### config.mk
export PLATFORM = sky130hd
export DESIGN_NAME = display_scan_controller
export DESIGN_NICKNAME = d
export VERILOG_FILES = /design/src/rtl/display_pkg.sv /design/src/rtl/scan_timer.sv /design/src/rtl/display_scan_controller.sv
export SDC_FILE = /design/constraint.sdc
export NUM_CORES = 1
export LEC_CHECK = 0
export ABC_AREA = 1
export CORE_MARGIN = 2
export CORE_UTILIZATION = 55
export CTS_CLUSTER_DIAMETER = 50
export DETAILED_ROUTE_END_ITERATION = 7
export GPL_ROUTABILITY_DRIVEN = 0
export PLACE_DENSITY = 0.79
export RECOVER_POWER = 100
export SLEW_MARGIN = 15
export SYNTH_ARGS = -nofsm -noshare
export SYNTH_HDL_FRONTEND = slang
export SYNTH_SLANG_ARGS = --single-unit
export TNS_END_PERCENT = 30
### constraint.sdc
create_clock -name clk -period 5.9 [get_ports clk]
set_input_delay 1.18 -clock clk [delete_from_list [all_inputs] [get_ports clk]]
set_output_delay 1.18 -clock clk [all_outputs]
set_load 0.02 [all_outputs]
### src/rtl/display_pkg.sv
// rtl/display_pkg.sv - shared types and constants for the display scan controller
package display_pkg;
    localparam int NUM_DIGITS = 8;
    localparam int DIGIT_W    = 4;
    localparam int FRAME_W    = NUM_DIGITS * DIGIT_W;

    localparam logic [DIGIT_W-1:0] BCD_ZERO = 4'd0;

    typedef enum logic {
        S_BLANK = 1'b0,
        S_SHOW  = 1'b1
    } scan_state_t;
endpackage

### src/rtl/scan_timer.sv
// rtl/scan_timer.sv - per-digit slot counter and blank/show sequencing
module scan_timer
    import display_pkg::*;
#(
    parameter int REFRESH_DIV  = 100000,
    parameter int BLANK_CYCLES = 1000,
    parameter int CNT_W        = 17
) (
    input  logic clk,
    input  logic reset,
    output logic show_start,
    output logic slot_end,
    output logic is_show
);
    logic [CNT_W-1:0] cnt;
    scan_state_t      state;

    assign slot_end   = (cnt == CNT_W'(REFRESH_DIV - 1));
    assign show_start = (state == S_BLANK) && (cnt == CNT_W'(BLANK_CYCLES - 1));
    assign is_show    = (state == S_SHOW);

    always_ff @(posedge clk or posedge reset) begin
        if (reset) begin
            cnt   <= '0;
            state <= S_BLANK;
        end else begin
            cnt <= slot_end ? '0 : cnt + CNT_W'(1);
            if (show_start) begin
                state <= S_SHOW;
            end else if (is_show && slot_end) begin
                state <= S_BLANK;
            end
        end
    end
endmodule

### src/rtl/display_scan_controller.sv
// rtl/display_scan_controller.sv - double-buffered 8-digit BCD scan with blanking and LZB
module display_scan_controller
    import display_pkg::*;
#(
    parameter int REFRESH_DIV  = 100000,
    parameter int BLANK_CYCLES = 1000,
    parameter int CNT_W        = 17
) (
    input  logic        clk,
    input  logic        reset,
    input  logic        frame_valid,
    input  logic [31:0] frame_data,
    output logic        frame_ready,
    input  logic [7:0]  digit_mask,
    input  logic        lzb_en,
    output logic [2:0]  anum,
    output logic [3:0]  bcd,
    output logic        blank,
    output logic        frame_done
);
    logic [FRAME_W-1:0] active;
    logic [FRAME_W-1:0] shadow;
    logic               shadow_full;
    logic               show_start;
    logic               slot_end;
    logic               is_show;
    logic               boundary;
    logic               transfer;
    logic               next_show;
    logic [DIGIT_W-1:0] digit [NUM_DIGITS];
    logic [NUM_DIGITS-1:0] lz;
    logic               zero_run;

    scan_timer #(
        .REFRESH_DIV  (REFRESH_DIV),
        .BLANK_CYCLES (BLANK_CYCLES),
        .CNT_W        (CNT_W)
    ) u_scan_timer (
        .clk        (clk),
        .reset      (reset),
        .show_start (show_start),
        .slot_end   (slot_end),
        .is_show    (is_show)
    );

    assign frame_ready = !shadow_full;
    assign transfer    = frame_valid && frame_ready;
    assign boundary    = is_show && slot_end && (anum == 3'd7);
    // Outputs are registered, so they are loaded from the state the timer is about to enter.
    assign next_show   = show_start || (is_show && !slot_end);

    // Leading-zero flags scan from the most significant digit down; digit 0 always shows.
    always_comb begin
        zero_run = 1'b1;
        lz       = '0;
        for (int i = NUM_DIGITS - 1; i >= 0; i--) begin
            digit[i] = active[i*DIGIT_W +: DIGIT_W];
            zero_run = zero_run && (digit[i] == BCD_ZERO);
            lz[i]    = lzb_en && zero_run && (i != 0);
        end
    end

    always_ff @(posedge clk or posedge reset) begin
        if (reset) begin
            active      <= '0;
            shadow      <= '0;
            shadow_full <= 1'b0;
            anum        <= 3'd0;
            bcd         <= BCD_ZERO;
            blank       <= 1'b1;
            frame_done  <= 1'b0;
        end else begin
            frame_done <= boundary;
            if (is_show && slot_end) begin
                anum <= anum + 3'd1;
            end
            if (next_show) begin
                bcd   <= digit[anum];
                blank <= !digit_mask[anum] || lz[anum];
            end else begin
                bcd   <= BCD_ZERO;
                blank <= 1'b1;
            end
            if (boundary && shadow_full) begin
                active <= shadow;
            end
            // A transfer on the boundary edge refills the shadow and waits for the next frame.
            if (transfer) begin
                shadow      <= frame_data;
                shadow_full <= 1'b1;
            end else if (boundary) begin
                shadow_full <= 1'b0;
            end
        end
    end
endmodule

Word-level counts from Yosys, hierarchy flattened. Index checks and enable logic that the tools add are counted.

Reductions and logical operators: 33. Eq/ne operators: 3. Muxes and demuxes: 14. $add $sub $neg: 2. Bitwise logic cells: 2. $lt $le $gt $ge: 2.

Operators by type and width (number): logical NOT 4 bit (7); logical AND 1 bit (19); adder 17 x 1 -> 17 bit, second input constant (1); == test 17 x 10 -> 1 bit, second input constant (1); == test 17 bit, second input constant (1); 2-to-1 mux 17 bit (1); binary-select mux 4 bit (select 3 bit) (1); 2-to-1 mux 4 bit (3); 2-to-1 mux 1 bit (7); binary-select mux 1 bit (select 3 bit) (2); greater-or-equal comparator 4 bit, second input constant (1); < comparator 3 x 4 -> 1 bit, second input constant (1); NOT 3 -> 4 bit (1); nonzero test 2 bit (2); adder 3 x 1 -> 3 bit, second input constant (1); == test 3 bit, second input constant (1); logical NOT 1 bit (3); logical OR 1 bit (2); NOT 1 bit (1).

Register bits: 92.

Depth between registers and ports, before layout.
Word-level depth: 12. Gate-level depth with buffers: 10. Mapped depth without buffers: 10.

Cells and area by module. Synthesis repeated with hierarchy kept, for this count alone.

Cells, all modules: 512. Area total of the unflattened synthesis: 4359.2 um^2.

Modules (own cells, without submodules): display_scan_controller (sequential area each 1853.0 um^2, times used 1, area each 3283.1 um^2, cells each 360); scan_timer (sequential area each 450.4 um^2, times used 1, area each 1076.0 um^2, cells each 152).

Worst setup path before layout. No wires, ideal clock.

Kind: input port to flip-flop. Start point: input port frame_valid. End point: register shadow[0]. Cell stages on the path: 3. Path buffers: 1. Setup slack: 3.925 ns. Arrival: 1.851 ns. Library setup time: 0.125 ns. Required time: 5.775 ns. Cell sequence: nand2_1 -> buf_2 -> mux2_2.

Word-level cells in the longest chain between the ends: 1.

RTL lines: from (decl) (line display_scan_controller.sv:11) `input logic frame_valid,`; logical AND 1 bit (line display_scan_controller.sv:47) `assign transfer = frame_valid && frame_ready;`; to (signal assigned) (line display_scan_controller.sv:89) `shadow <= frame_data;`; to (decl) (line display_scan_controller.sv:22) `logic [FRAME_W-1:0] shadow;`.

No other way between the ends. A chain may end at the register's enable or synchronous reset.

Final worst setup path.
Start point: register shadow_full. End point: output port frame_ready.

Word-level cells in the longest chain between the ends: 1.

RTL lines: from (decl) (line display_scan_controller.sv:23) `logic shadow_full;`; from (signal assigned) (line display_scan_controller.sv:67) `shadow_full <= 1'b0;`; from (signal assigned) (line display_scan_controller.sv:90) `shadow_full <= 1'b1;`; from (signal assigned) (line display_scan_controller.sv:92) `shadow_full <= 1'b0;`; logical NOT 1 bit (line display_scan_controller.sv:46) `assign frame_ready = !shadow_full;`; to (decl) (line display_scan_controller.sv:13) `output logic frame_ready,`.

No other way between the ends.

==> results.py <==
metrics = {
    "sta": {
        "rsz0062_at_grt": "false",
        "setup_viol": 0,
        "slew_headroom_pct": -66.7,
        "fin_ws_ns": 2.24,
        "period_share_pct": 62.0,
        "slew_violations": 97,
        "setup_tns_ns": 0,
        "skew_ns": 0.0140,
        "fin_crit_ns": 3.66,
        "clock.fmax_ghz": 0.273,
        "final_hold_viol_count": 0,
        "tightest_slew_ns": 2.49,
    },
    "global_routing": {
        "first_global_vias": 3554,
        "met3_usage_pct": 3.91,
        "grt_pass1_wl_um": 16200,
        "grt_use_met2_pct": 36.9,
        "grt_max_degree": 60,
        "grt_use_met1_pct": 32.0,
        "antenna_found_initial": 0,
        "grt_busiest_layer": "met2",
        "grt.overflow.total": 0,
        "grt_usage_pct": 23.0,
    },
    "placed_design": {
        "portBuffers": 53,
        "hpwl_um": 6610,
        "pre_cts_slack_ns": 2.82,
        "placed_cell_area_mm2": 0.00505,
    },
    "cells_and_area": {
        "nets": 605,
        "fillers": 680,
        "drive_above_1_share_pct": 11.5,
        "area_growth_pct": 15.9,
        "n_antenna_cell": 0,
        "final_cell_area_mm2": 0.00526,
    },
    "cts": {
        "cts_sinks": 92,
        "numCtsBuffers": 9,
        "insertion_delay_ns": 0.36,
        "cts_hold_buf": 0,
        "tritoncts": "built",
        "ctsResizeCount": 0,
        "cts.clk_slew.worst_paths_ns": 0.09,
        "h-tree-depth": 3,
        "cts.path.max_buffers": 2,
        "post_cts_buffers": 0,
        "root_buffer": "clkbuf_8",
    },
    "floorplanning": {
        "start_util_pct": 56.0,
        "core_area_mm2": 0.00809,
        "fp-row-count": 33,
        "io_pins": 54,
        "dieArea_mm2": 0.00899,
        "fp.dieH_um": 94.8,
        "die_w_um": 94.8,
    },
    "critical_path": {
        "crit_required_ns": 4.72,
        "path_class": "reg2out",
        "cp.arrival_ns": 2.48,
        "critPathMaxFanout": 35,
        "startpoint_type": "register",
        "end_kind": "output pin",
    },
    "synthesis": {
        "postSynth.asyncResetShare_pct": 100,
        "synth_most_common_cell": "nand2_1",
        "ys_seq_area_share_pct": 50.8,
        "yosysUniqueCellTypes": 36,
        "yosysTopAreaCell": "dfrtp_1",
        "synth_warnings": 0,
        "synthesis.area_mm2": 0.00454,
        "ys_ff_latch": 92,
        "synth_area_leaders": "dfrtp_1 50%, nand2_1 13%, mux2_2 7.9%",
        "synth_cells": 514,
        "synthTopCellsByCount": "152 x nand2_1, 91 x dfrtp_1, 55 x nor2_1",
        "ys.flop_type": "dfrtp_1",
        "syn_avg_cell_area_um2": 8.82,
        "synth_edf_count": 0,
        "syn_nets": 561,
        "synth_top_area_share_pct": 50.2,
    },
    "power": {
        "max-vdd-ir-drop_mv": 0.159,
        "p_leak_nw": 2.61,
        "power_switching_uw": 264,
        "combPwrFrac_pct": 5.1,
        "p_per_area_mw_per_mm2": 246,
        "clkPwrFrac_pct": 43.0,
        "p_int_mw": 1.03,
        "swShare_pct": 20.4,
        "sequentialPowerShare_pct": 51.9,
    },
    "drt": {
        "vias": 3632,
        "detail-route-antenna-nets": 0,
        "drt_iter0_drc": 243,
        "wl_per_cell_um": 14.1,
        "dr.pass1.iters": 7,
        "drcViolationCount": 0,
        "via_per_inst": 5.44,
        "drt_wl_total_um": 9440,
    },
    "outcome": {
        "failed_checks": "capacitance limit, slew limit",
        "status": "finished with violations",
    },
    "flow_run": {
        "cap_violations": 2,
    },
    "worst_hold_path": {
        "hold_class": "reg2reg",
    },
}
==> stage by stage <==
stage               hold slack (ns)  power (mW)  utilization (%)  std cells
floorplan                     0.433       0.709                -        514
global placement              0.446       0.746             62.4        652
detailed placement            0.467       0.750             62.4        652
CTS                           0.479        1.30             65.7        668
global route                  0.507        1.34             64.9        668
finish                        0.474        1.29             64.9        668
==> critical path, cell delays in order (launching register included) <==
cell and delay, ns:
dfrtp_1 0.34, clkbuf_1 1.03, inv_1 0.15, clkdlybuf4s50_1 0.60
==> routing by layer <==
metal | part of all wire [%] | vias to the layer above
met5 | 0 | -
met4 | 1.5 | 0
met3 | 4.8 | 17
met2 | 49 | 112
met1 | 44 | 1752
li1 | - | 1751
==> kinds of logic after synthesis <==
kind of cell | count (synthesis) | synth area share, %
mux | 32 | 7.94
buf+inv | 64 | 7.14
compound gates | 27 | 3.26
fa+ha+maj | 3 | 0.828
flops | 92 | 50.8
simple gates | 291 | 29.1
xor+xnor | 5 | 0.965
==> placed cells by master (no fill, tap or decap) <==
cell               n
or2_2              1
nor2_4             1
o21bai_1           1
inv_2              3
o22ai_1            1
xor2_1             5
o211ai_1           1
clkbuf_1           1
nor3_1             6
and2_1             1
and3_1             1
inv_8              1
nand3b_1           1
clkdlybuf4s50_1   42
nand3_1           21
nand4_1           37
clkbuf_8           9
mux2_2            32
dfrtp_1           91
nor2_1            59
o21ai_0           14
clkinvlp_2         1
dfstp_2            1
clkinv_1           1
a21oi_1            8
inv_1             36
buf_4              2
dlygate4sd3_1     11
nand2_1          155
clkinv_2           1
bufinv_16          4
o2111ai_1          1
o21a_1             1
nor2_2             3
nand2_2            5
ha_1               3
inv_6              1
==> sequential cells by signal, indices dropped and copies added, names as in the netlist <==
signal	count
active	32
shadow	32
blank	1
u_scan_timer.cnt	17
shadow_full	1
frame_done	1
bcd	4
u_scan_timer.is_show	1
anum	3
==> final timing paths <==
check                                    startpoint                   to  slack, ns  depth (start not counted)
worst min-delay path            u_scan_timer.cnt[0]  u_scan_timer.cnt[0]       0.47                          1
worst max-delay path                    shadow_full          frame_ready       2.24                          3
min in group asynchronous                     reset  u_scan_timer.cnt[0]       1.96                          2
worst max register to register              anum[0]           active[31]       2.56                          6
max in group asynchronous                     reset           active[13]       2.63                          3
worst min register to register  u_scan_timer.cnt[0]  u_scan_timer.cnt[0]       0.47                          1
==> area by class of cell <==
class | count | area [µm²] | area share (%)
multi-input combinational | 358 | 1850 | 35.1
sequential | 92 | 2300 | 43.8
inverter | 41 | 155 | 2.95
tap | 105 | 131 | 2.50
clock inverter | 7 | 145 | 2.76
timing repair buffer | 56 | 549 | 10.5
clock buffer | 9 | 124 | 2.36
==> power by group through the flow <==
stage | registers (mW) | clock network (mW) | logic [mW]
4_1_cts | 0.670 | 0.560 | 0.0681
6_report | 0.670 | 0.555 | 0.0660
5_1_grt | 0.673 | 0.596 | 0.0737
2_1_floorplan | 0.677 | 0 | 0.0327
3_3_place_gp | 0.681 | 0 | 0.0652
3_5_place_dp | 0.683 | 0 | 0.0679
Power figures use the tool's default switching activity.
